--- src/rtl/tank_sprite_gen2.sv ---
// Tank sprite generator: maps a 128x128 world position to display coordinates,
// renders a 2^SPR_LOG2 square sprite in one of four orientations, and runs the
// explosion -> respawn pulse -> blinking invulnerability sequence after a hit.
//
// Ports:
//   clk, reset                 clock, asynchronous active-low reset
//   pixel_column, pixel_row    current display pixel
//   loc_x, loc_y               world position of the tank
//   bot_info                   [2:0] orientation code (odd = diagonal, keep last)
//   hit                        hit strobe (level or pulse)
//   tank_addr / tank_data      tank ROM address (registered) and palette index
//   boom_addr / boom_data      explosion ROM address {frame, addr} and RGB
//   icon, icon_c               sprite opaque flag and RGB, 2 clocks after the pixel
//   burst, tank_reset, guard   explosion active, respawn pulse, invulnerable window
//
// tank_addr/boom_addr are the ROM address registers; ROM data is consumed in the
// following cycle, so icon/icon_c land exactly 2 clocks after the pixel input.
module tank_sprite_gen2 #(
  parameter int unsigned SPR_LOG2         = 5,
  parameter int unsigned SCALE_X          = 8,
  parameter int unsigned SCALE_Y          = 6,
  parameter int unsigned BOOM_FRAMES_LOG2 = 2,
  parameter int unsigned FRAME_CYCLES     = 12500000,
  parameter int unsigned RESET_PULSE      = 16,
  parameter int unsigned GUARD_CYCLES     = 50000000,
  parameter int unsigned BLINK_LOG2       = 22,
  parameter logic [11:0] TANK_COLOR       = 12'h00F
) (
  input  logic                                   clk,
  input  logic                                   reset,
  input  logic [11:0]                            pixel_column,
  input  logic [11:0]                            pixel_row,
  input  logic [7:0]                             loc_x,
  input  logic [7:0]                             loc_y,
  input  logic [7:0]                             bot_info,
  input  logic                                   hit,
  output logic [2*SPR_LOG2-1:0]                  tank_addr,
  input  logic [1:0]                             tank_data,
  output logic [BOOM_FRAMES_LOG2+2*SPR_LOG2-1:0] boom_addr,
  input  logic [11:0]                            boom_data,
  output logic                                   icon,
  output logic [11:0]                            icon_c,
  output logic                                   burst,
  output logic                                   tank_reset,
  output logic                                   guard
);

  localparam int unsigned SprW   = 1 << SPR_LOG2;
  localparam int unsigned CntMax01 = (FRAME_CYCLES > RESET_PULSE) ? FRAME_CYCLES : RESET_PULSE;
  localparam int unsigned CntMax = (CntMax01 > GUARD_CYCLES) ? CntMax01 : GUARD_CYCLES;
  localparam int unsigned CntW   = $clog2(CntMax + 1);

  typedef enum logic [1:0] {StAlive, StBurst, StRespawn, StGuard} state_e;
  typedef enum logic [1:0] {OriN, OriE, OriS, OriW} orient_e;

  state_e                      state_q;
  orient_e                     orient_q, orient_eff;
  logic [CntW-1:0]             cnt_q;
  logic [BOOM_FRAMES_LOG2-1:0] frame_q;
  logic [BLINK_LOG2:0]         blink_q;

  logic [11:0]           col0, row0, dc, dr;
  logic [SPR_LOG2-1:0]   c_off, r_off;
  logic [2*SPR_LOG2-1:0] addr_d;
  logic                  win_d, gate_d;
  logic                  win_q, gate_q, boom_sel_q;
  logic                  icon_d;
  logic [11:0]           icon_c_d;

  logic unused_bot_info;
  assign unused_bot_info = ^bot_info[7:3];

  // Window test uses the difference only, so col0 + SprW is never formed.
  assign col0  = 12'(loc_x * SCALE_X);
  assign row0  = 12'(loc_y * SCALE_Y);
  assign dc    = pixel_column - col0;
  assign dr    = pixel_row - row0;
  assign c_off = dc[SPR_LOG2-1:0];
  assign r_off = dr[SPR_LOG2-1:0];
  assign win_d = (pixel_column >= col0) && (dc < 12'(SprW)) &&
                 (pixel_row >= row0) && (dr < 12'(SprW));

  // Diagonal (odd) codes fall back to the last cardinal orientation.
  assign orient_eff = bot_info[0] ? orient_q : orient_e'(bot_info[2:1]);

  always_comb begin
    addr_d = {r_off, c_off};
    unique case (orient_eff)
      OriN: addr_d = {r_off, c_off};
      OriE: addr_d = {~c_off, r_off};
      OriS: addr_d = {~r_off, ~c_off};
      OriW: addr_d = {c_off, ~r_off};
    endcase
  end

  assign gate_d = (state_q != StGuard) || blink_q[BLINK_LOG2];

  always_ff @(posedge clk or negedge reset) begin
    if (!reset) begin
      orient_q <= OriN;
    end else if (!bot_info[0]) begin
      orient_q <= orient_e'(bot_info[2:1]);
    end
  end

  // Stage 1: ROM addresses plus the flags that must stay aligned with them.
  always_ff @(posedge clk or negedge reset) begin
    if (!reset) begin
      tank_addr  <= '0;
      boom_addr  <= '0;
      win_q      <= 1'b0;
      gate_q     <= 1'b0;
      boom_sel_q <= 1'b0;
    end else begin
      tank_addr  <= addr_d;
      boom_addr  <= {frame_q, addr_d};
      win_q      <= win_d;
      gate_q     <= gate_d;
      boom_sel_q <= (state_q == StBurst);
    end
  end

  // Stage 2: colour from ROM data; icon_c holds whenever nothing is drawn.
  always_comb begin
    icon_d   = 1'b0;
    icon_c_d = icon_c;
    if (win_q && gate_q) begin
      if (boom_sel_q) begin
        icon_d   = (boom_data != 12'hFFF);
        icon_c_d = boom_data;
      end else begin
        unique case (tank_data)
          2'd0: icon_d = 1'b0;
          2'd1: begin icon_d = 1'b1; icon_c_d = 12'h000;    end
          2'd2: begin icon_d = 1'b1; icon_c_d = TANK_COLOR; end
          2'd3: begin icon_d = 1'b1; icon_c_d = 12'h025;    end
        endcase
      end
    end
  end

  always_ff @(posedge clk or negedge reset) begin
    if (!reset) begin
      icon   <= 1'b0;
      icon_c <= 12'h000;
    end else begin
      icon   <= icon_d;
      icon_c <= icon_c_d;
    end
  end

  // Hit sequence FSM; burst/tank_reset/guard are registered alongside the state.
  always_ff @(posedge clk or negedge reset) begin
    if (!reset) begin
      state_q    <= StAlive;
      cnt_q      <= '0;
      frame_q    <= '0;
      blink_q    <= '0;
      burst      <= 1'b0;
      tank_reset <= 1'b0;
      guard      <= 1'b0;
    end else begin
      unique case (state_q)
        StAlive: begin
          if (hit) begin
            state_q <= StBurst;
            cnt_q   <= '0;
            frame_q <= '0;
            burst   <= 1'b1;
          end
        end
        StBurst: begin
          if (cnt_q == CntW'(FRAME_CYCLES - 1)) begin
            cnt_q <= '0;
            if (frame_q == '1) begin
              frame_q    <= '0;
              state_q    <= StRespawn;
              burst      <= 1'b0;
              tank_reset <= 1'b1;
            end else begin
              frame_q <= frame_q + 1'b1;
            end
          end else begin
            cnt_q <= cnt_q + 1'b1;
          end
        end
        StRespawn: begin
          if (cnt_q == CntW'(RESET_PULSE - 1)) begin
            cnt_q      <= '0;
            state_q    <= StGuard;
            tank_reset <= 1'b0;
            guard      <= 1'b1;
            blink_q    <= '0;
          end else begin
            cnt_q <= cnt_q + 1'b1;
          end
        end
        StGuard: begin
          blink_q <= blink_q + 1'b1;
          if (cnt_q == CntW'(GUARD_CYCLES - 1)) begin
            cnt_q   <= '0;
            state_q <= StAlive;
            guard   <= 1'b0;
          end else begin
            cnt_q <= cnt_q + 1'b1;
          end
        end
        default: state_q <= StAlive;
      endcase
    end
  end

endmodule

--- config.mk ---
export PLATFORM = sky130hd
export DESIGN_NAME = tank_sprite_gen2
export DESIGN_NICKNAME = d
export VERILOG_FILES = /design/src/rtl/tank_sprite_gen2.sv
export SDC_FILE = /design/constraint.sdc
export NUM_CORES = 1
export LEC_CHECK = 0
export BUFFER_PORTS_ARGS = -buffer_cell sky130_fd_sc_hd__buf_4
export CELL_PAD_IN_SITES_DETAIL_PLACEMENT = 1
export CELL_PAD_IN_SITES_GLOBAL_PLACEMENT = 2
export CORE_MARGIN = 8
export CORE_UTILIZATION = 37
export CTS_CLUSTER_DIAMETER = 120
export CTS_CLUSTER_SIZE = 30
export DETAILED_ROUTE_END_ITERATION = 7
export PLACE_DENSITY_LB_ADDON = 0.1
export SYNTH_ARGS = -nofsm -noshare
export SYNTH_HDL_FRONTEND = slang
export SYNTH_SLANG_ARGS = --single-unit
--- constraint.sdc ---
create_clock -name clk -period 5.9 [get_ports clk]
set_input_delay 0.295 -clock clk [delete_from_list [all_inputs] [get_ports clk]]
set_output_delay 0.295 -clock clk [all_outputs]
set_load 0.1 [all_outputs]
# == After elaboration in Yosys (flattened, before gate mapping) ==
# Index checks and enable logic that the tools add are counted.
# Widths: inputs -> output; s select.
# totals
regBits,96
latchBits,0
ram_bits,0
rom_bits,0
out_inout_bits,38
word_cells,102
memories,0
# op_classes
add_sub_neg,5
multipliers,1
n_div,0
n_lt_le_gt_ge,4
n_eq_ne,20
n_shift,0
mux,35
bitwise_logic,2
n_reduce_logical,20
# op_table
cell,n
$mux 26,4
$pmux 26 s4,1
$pmux 23 s2,1
$pmux 10 s4,1
$pmux 12 s3,1
$add 26x1->26 const B,1
$eq 26x24->1 const B,1
$eq 26x26->1 const B,1
$eq 26x4->1 const B,1
$ge 12x11->1,2
$lt 12x6->1 const B,2
$sub 12x11->12,2
$add 23x1->23 const B,1
$mux 23,1
$mux 2,9
$eq 2x2->1 const B,7
$mux 12,1
$ne 12x12->1 const B,1
$mul 8x2->10 const B,1
$mux 1,10
$not 5->5,2
$ne 2x2->1 const B,4
$pmux 1 s2,4
$pmux 2 s4,1
other kinds (14),27

# == Logic depth before layout (Yosys ltp) ==
# depth
ltp_word,5
ltp_mapped,17
mapped_depth_nobuf,16

# == Least setup slack after synthesis ==
# Ideal clock, no wire load.
# synth_timing
kind,input port to flip-flop
startpoint,input loc_y[0]
endpoint,register win_q
setup_time_ns,0.101
arrival_ns,3.041
required_time_ns,5.799
setup_slack_ns,2.758
stages,17
path_cell_list,ha_1 -> inv_1 -> fa_1 -> nor2b_1 -> o21ai_0 -> nand2b_1 -> a21o_1 -> a21o_1 -> xor2_1 -> ha_1 -> clkbuf_1 -> nand4_1 -> nor2_1 -> a221o_1 -> nor4b_1 -> nand4b_1 -> nor4_1
# synth_between
elab_chain_cells,4
word_cells_on_any_way,6
# synth_rtl
element,line_no,rtl
from (decl),34,"input logic [7:0] loc_y,"
$mul 8x2->10 (*),75,assign row0 = 12'(loc_y * SCALE_Y);
$sub 12x11->12 or $ge 12x11->1 (tied branches),"77, 81",
$lt 12x6->1 or $logic_and 1x1->1 (tied branches),"81, 80",
$logic_and 1x1->1 (*),81,(pixel_row >= row0) && (dr < 12'(SprW));
named net win_d,65,"logic win_d, gate_d;"
to (signal assigned),117,win_q <= win_d;
to (decl),66,"logic win_q, gate_q, boom_sel_q;"
# Mark *: on every way through the listed nets, which the timed path passes. The rest lies on a longest branch.
# A chain may end at the register's enable or synchronous reset.

# == Worst setup path after layout ==
# Ends and elaborated chain as after synthesis.

==> flow_summary.toml <==
[die]
initial_utilization_pct = 38.0
coreArea_um2 = 15300
rows = 45
ioPinCount = 103
design.die.area_um2 = 20000
die_height_um = 141
fp.dieW_um = 141

[worst_setup_path]
critical_path.max_fanout = 10
rrSetupSlack_ns = 2.79
worstSetupStartpointType = "primary input"
worst_ep_arrival_time_ns = 3.57
timing_worst_setup_path_type = "primary input to flop"
rr_startpoint = "cnt_q[14]$_DFFE_PN0P_"
crit_path_end_kind = "flop"
critical_path_required_ns = 6.13
critical_path.startpoint = "loc_y[0]"

[pwr]
areal_power_density_over_the_cells_nw_per_um2 = 270
clock_power_share_pct = 30.7
power.internal_mw = 1.13
combinational_group_share_of_total_power_pct = 36.0
ir_worst_vdd_v = 0.000237
power.leakage_nw = 3.16
netSwitchingFraction_pct = 39.7
p_sw_uw = 747
pwr-share-seq_pct = 33.3

[routing]
dr.first_iter.drc_count = 166
firstDrtPassIters = 6
finalWirelength_um = 16000
antenna_violating_nets_remaining = 0
vias_per_cell = 5.36
num_vias = 5068
wl_per_cell_um = 17.0
detail_route.drc_violations = 0

[timing]
skew_ns = 0.00627
min_period_ns = 3.34
timing.hold.ws_ns = 0.227
setup_tns_ns = 0
finalHoldViolations = 0
layout_worst_path_cycle_share_pct = 56.6
setup_viol_count_final = 0
worst_slew_margin_rel_pct = 23.1
timing_max_transition_violations_final = 0
worstMarginPinSlew_ns = 1.12
max_freq_mhz = 299
setup_repair_after_global_routing_missed_its_margin = "false"

[yosys]
synthesis.nets = 756
ys_async_sr_fraction_pct = 100
number_of_distinct_library_cells_after_synthesis = 66
mapped_area_um2 = 5800
avgSynthCellArea_um2 = 8.92
yosys_warnings = 0
synthesis.instances = 651
synth_top_area_share_pct = 37.1
synth_area_leaders = "sky130_fd_sc_hd__dfrtp_1, sky130_fd_sc_hd__ha_1, sky130_fd_sc_hd__xnor2_1, sky130_fd_sc_hd__nor2_1, sky130_fd_sc_hd__nand2_1"
ys.flop_type = "sky130_fd_sc_hd__dfrtp_1"
synth_enable_flop_cells = 0
synth-seq-cells = 86
synth.yosys.seq_area_share_pct = 37.1
synth_top_cell_by_area = "sky130_fd_sc_hd__dfrtp_1"

[clock_tree]
clockBufferDepth = 2
numClockSinks = 86
cts_made_buffers = 9
clock_tree.htree_level_count = 3
cts.clk_slew.worst_paths_ns = 0.06
post_cts_resize_count = 0
tritoncts = "done"
holdBufCountCts = 1
post_cts_buffers = 0
cts.root.buffer_cell = "sky130_fd_sc_hd__clkbuf_16"
clock_insertion_delay_worst_skew_ns = 0.34

[finish]
final_core_utilization_pct = 45.6
antennaDiodeCount = 0
area_of_combinational_cells_with_multiple_inputs_um2 = 3350
area.sequential_um2 = 2150
final_cells = 945
nets = 834
nFillCells = 1794
fraction_of_layout_instances_using_a_drive_strength_above_1_pct = 18.4
area_delta_synth_final_pct = 19.9

[placed_design]
gp_congestion = 0.790
dp_cells = 928
place_hpwl_um = 12300
io_buffer_count = 97

[global_routing]
grt_max_degree = 52
overflow = 0
first_pass_grt_wire_length_um = 27400
grt_antenna_before_repair = 0
via_count_of_the_first_global_routing_pass = 5554
track_usage_pct = 16.7

[outcome]
status = "finished, final reports clean"

[worst_hold_path]
timing.hold.worst.start = "boom_data[10]"
hold_path.class = "primary input to flop"

[job]
maxCapViolCount = 0
-- flip-flops by register name, indices dropped and copies added, names as in the netlist --
signal	cells
burst	1
state_q	2
icon_c	12
win_q	1
gate_q	1
boom_addr	12
guard	1
frame_q	2
boom_sel_q	1
orient_q	2
tank_reset	1
blink_q	23
icon	1
cnt_q	26
-- cell usage after synthesis, types with 4 or more instances --
cell and number:
sky130_fd_sc_hd__or2_2 4, sky130_fd_sc_hd__a21o_1 7, sky130_fd_sc_hd__and3_1 11, sky130_fd_sc_hd__a31oi_1 5, sky130_fd_sc_hd__a22o_1 4, sky130_fd_sc_hd__nor4b_1 6
sky130_fd_sc_hd__dfrtp_1 86, sky130_fd_sc_hd__clkbuf_1 19, sky130_fd_sc_hd__nor4_1 14, sky130_fd_sc_hd__nor2b_1 10, sky130_fd_sc_hd__ha_1 37, sky130_fd_sc_hd__and4_1 4
sky130_fd_sc_hd__xnor2_1 47, sky130_fd_sc_hd__o21ai_0 42, sky130_fd_sc_hd__nand3_1 22, sky130_fd_sc_hd__a221o_1 4, sky130_fd_sc_hd__nor3_1 18, sky130_fd_sc_hd__xor2_1 12
sky130_fd_sc_hd__nand4_1 16, sky130_fd_sc_hd__a211oi_1 4, sky130_fd_sc_hd__mux2i_1 9, sky130_fd_sc_hd__nand2b_1 4, sky130_fd_sc_hd__nor4_2 5, sky130_fd_sc_hd__nand2_1 63
sky130_fd_sc_hd__nor3b_1 5, sky130_fd_sc_hd__inv_1 36, sky130_fd_sc_hd__o22ai_1 4, sky130_fd_sc_hd__a21oi_1 20, sky130_fd_sc_hd__buf_4 10, sky130_fd_sc_hd__nor2_1 66
-- metrics by stage --
step / area [um2] / setup WS, ns / power, mW
after floorplan: 5800 / 2.76 / 1.17
after global placement: 6650 / 2.40 / 1.31
after detailed placement: 6650 / 2.27 / 1.32
after CTS: 6960 / 2.61 / 1.91
after global routing: 6960 / 2.34 / 1.96
final: 6960 / 2.56 / 1.88
-- layout make-up --
type                       count  area share, %
multi-input combinational    495           48.1
sequential                    86           30.9
tap                          211           3.79
inverter                      36           1.94
clock inverter                 7           1.02
timing repair buffer         101           10.9
clock buffer                   9           3.24
-- critical path, stage by stage --
cell and delay [ns]:
sky130_fd_sc_hd__buf_4 0.12, sky130_fd_sc_hd__ha_1 0.21, sky130_fd_sc_hd__inv_1 0.07, sky130_fd_sc_hd__fa_1 0.20
sky130_fd_sc_hd__nor2b_1 0.06, sky130_fd_sc_hd__o21ai_0 0.14, sky130_fd_sc_hd__nand2b_1 0.11, sky130_fd_sc_hd__a21o_1 0.18
sky130_fd_sc_hd__a21o_1 0.20, sky130_fd_sc_hd__xor2_1 0.15, sky130_fd_sc_hd__ha_1 0.40, sky130_fd_sc_hd__nand4_1 0.20
sky130_fd_sc_hd__nor2_1 0.06, sky130_fd_sc_hd__a221o_1 0.34, sky130_fd_sc_hd__nor4b_1 0.39, sky130_fd_sc_hd__nand4b_1 0.17
sky130_fd_sc_hd__nor4_1 0.27
-- cells in the final DEF (no fill, tap or decap), types with 10 or more instances in the layout --
master,synthesis,routed
sky130_fd_sc_hd__nand4_1,16,16
sky130_fd_sc_hd__inv_1,36,36
sky130_fd_sc_hd__buf_4,10,100
sky130_fd_sc_hd__nor2_1,66,66
sky130_fd_sc_hd__and3_1,11,11
sky130_fd_sc_hd__nand2_1,63,63
sky130_fd_sc_hd__nor4_1,14,14
sky130_fd_sc_hd__nor3_1,18,18
sky130_fd_sc_hd__dfrtp_1,86,86
sky130_fd_sc_hd__o21ai_0,42,42
sky130_fd_sc_hd__xnor2_1,47,47
sky130_fd_sc_hd__a21oi_1,20,20
sky130_fd_sc_hd__nor2b_1,10,10
sky130_fd_sc_hd__xor2_1,12,12
sky130_fd_sc_hd__nand3_1,22,22
sky130_fd_sc_hd__ha_1,37,37
-- power groups by stage --
stage          clock network, mW  logic [mW]  registers, mW
2_1_floorplan                  0       0.383          0.784
3_3_place_gp                   0       0.672          0.637
3_5_place_dp                   0       0.679          0.638
4_1_cts                    0.601       0.682          0.627
5_1_grt                    0.616       0.715          0.628
6_report                   0.577       0.676          0.626
-- cells by family (layout without fill, tap and decap cells) --
group	after synthesis	in the layout	share of synthesized area, %
AOI/OAI and AO/OA	122	122	13.9
adders and majority gates	40	40	9.01
xor gates and xnor gates	59	59	8.90
muxes	12	12	2.13
DFF	86	86	37.1
and+or+nand+nor	262	262	23.7
buffers and inverters	70	153	5.35
-- path summary, 6_finish.rpt --
kind | to | cells past startpoint
hold / removal | icon_c[10]$_DFFE_PN0P_ | 3
min in group asynchronous | cnt_q[1]$_DFFE_PN0P_ | 2
setup reg to reg | blink_q[18]$_DFFE_PN0P_ | 6
max in group asynchronous | blink_q[17]$_DFFE_PN0P_ | 3
setup / recovery | win_q$_DFF_PN0_ | 17
hold reg to reg | boom_addr[11]$_DFF_PN0_ | 0
-- metal layers --
layer | wire (um) | GRT usage [%] | vias to the layer above
met5 | 0 | 0 | -
met4 | 194 | 4.41 | 0
met3 | 450 | 3.32 | 16
met2 | 8180 | 30.1 | 68
met1 | 7210 | 19.8 | 2529
li1 | - | - | 2455
No activity file was read; power rests on OpenSTA's default activity.
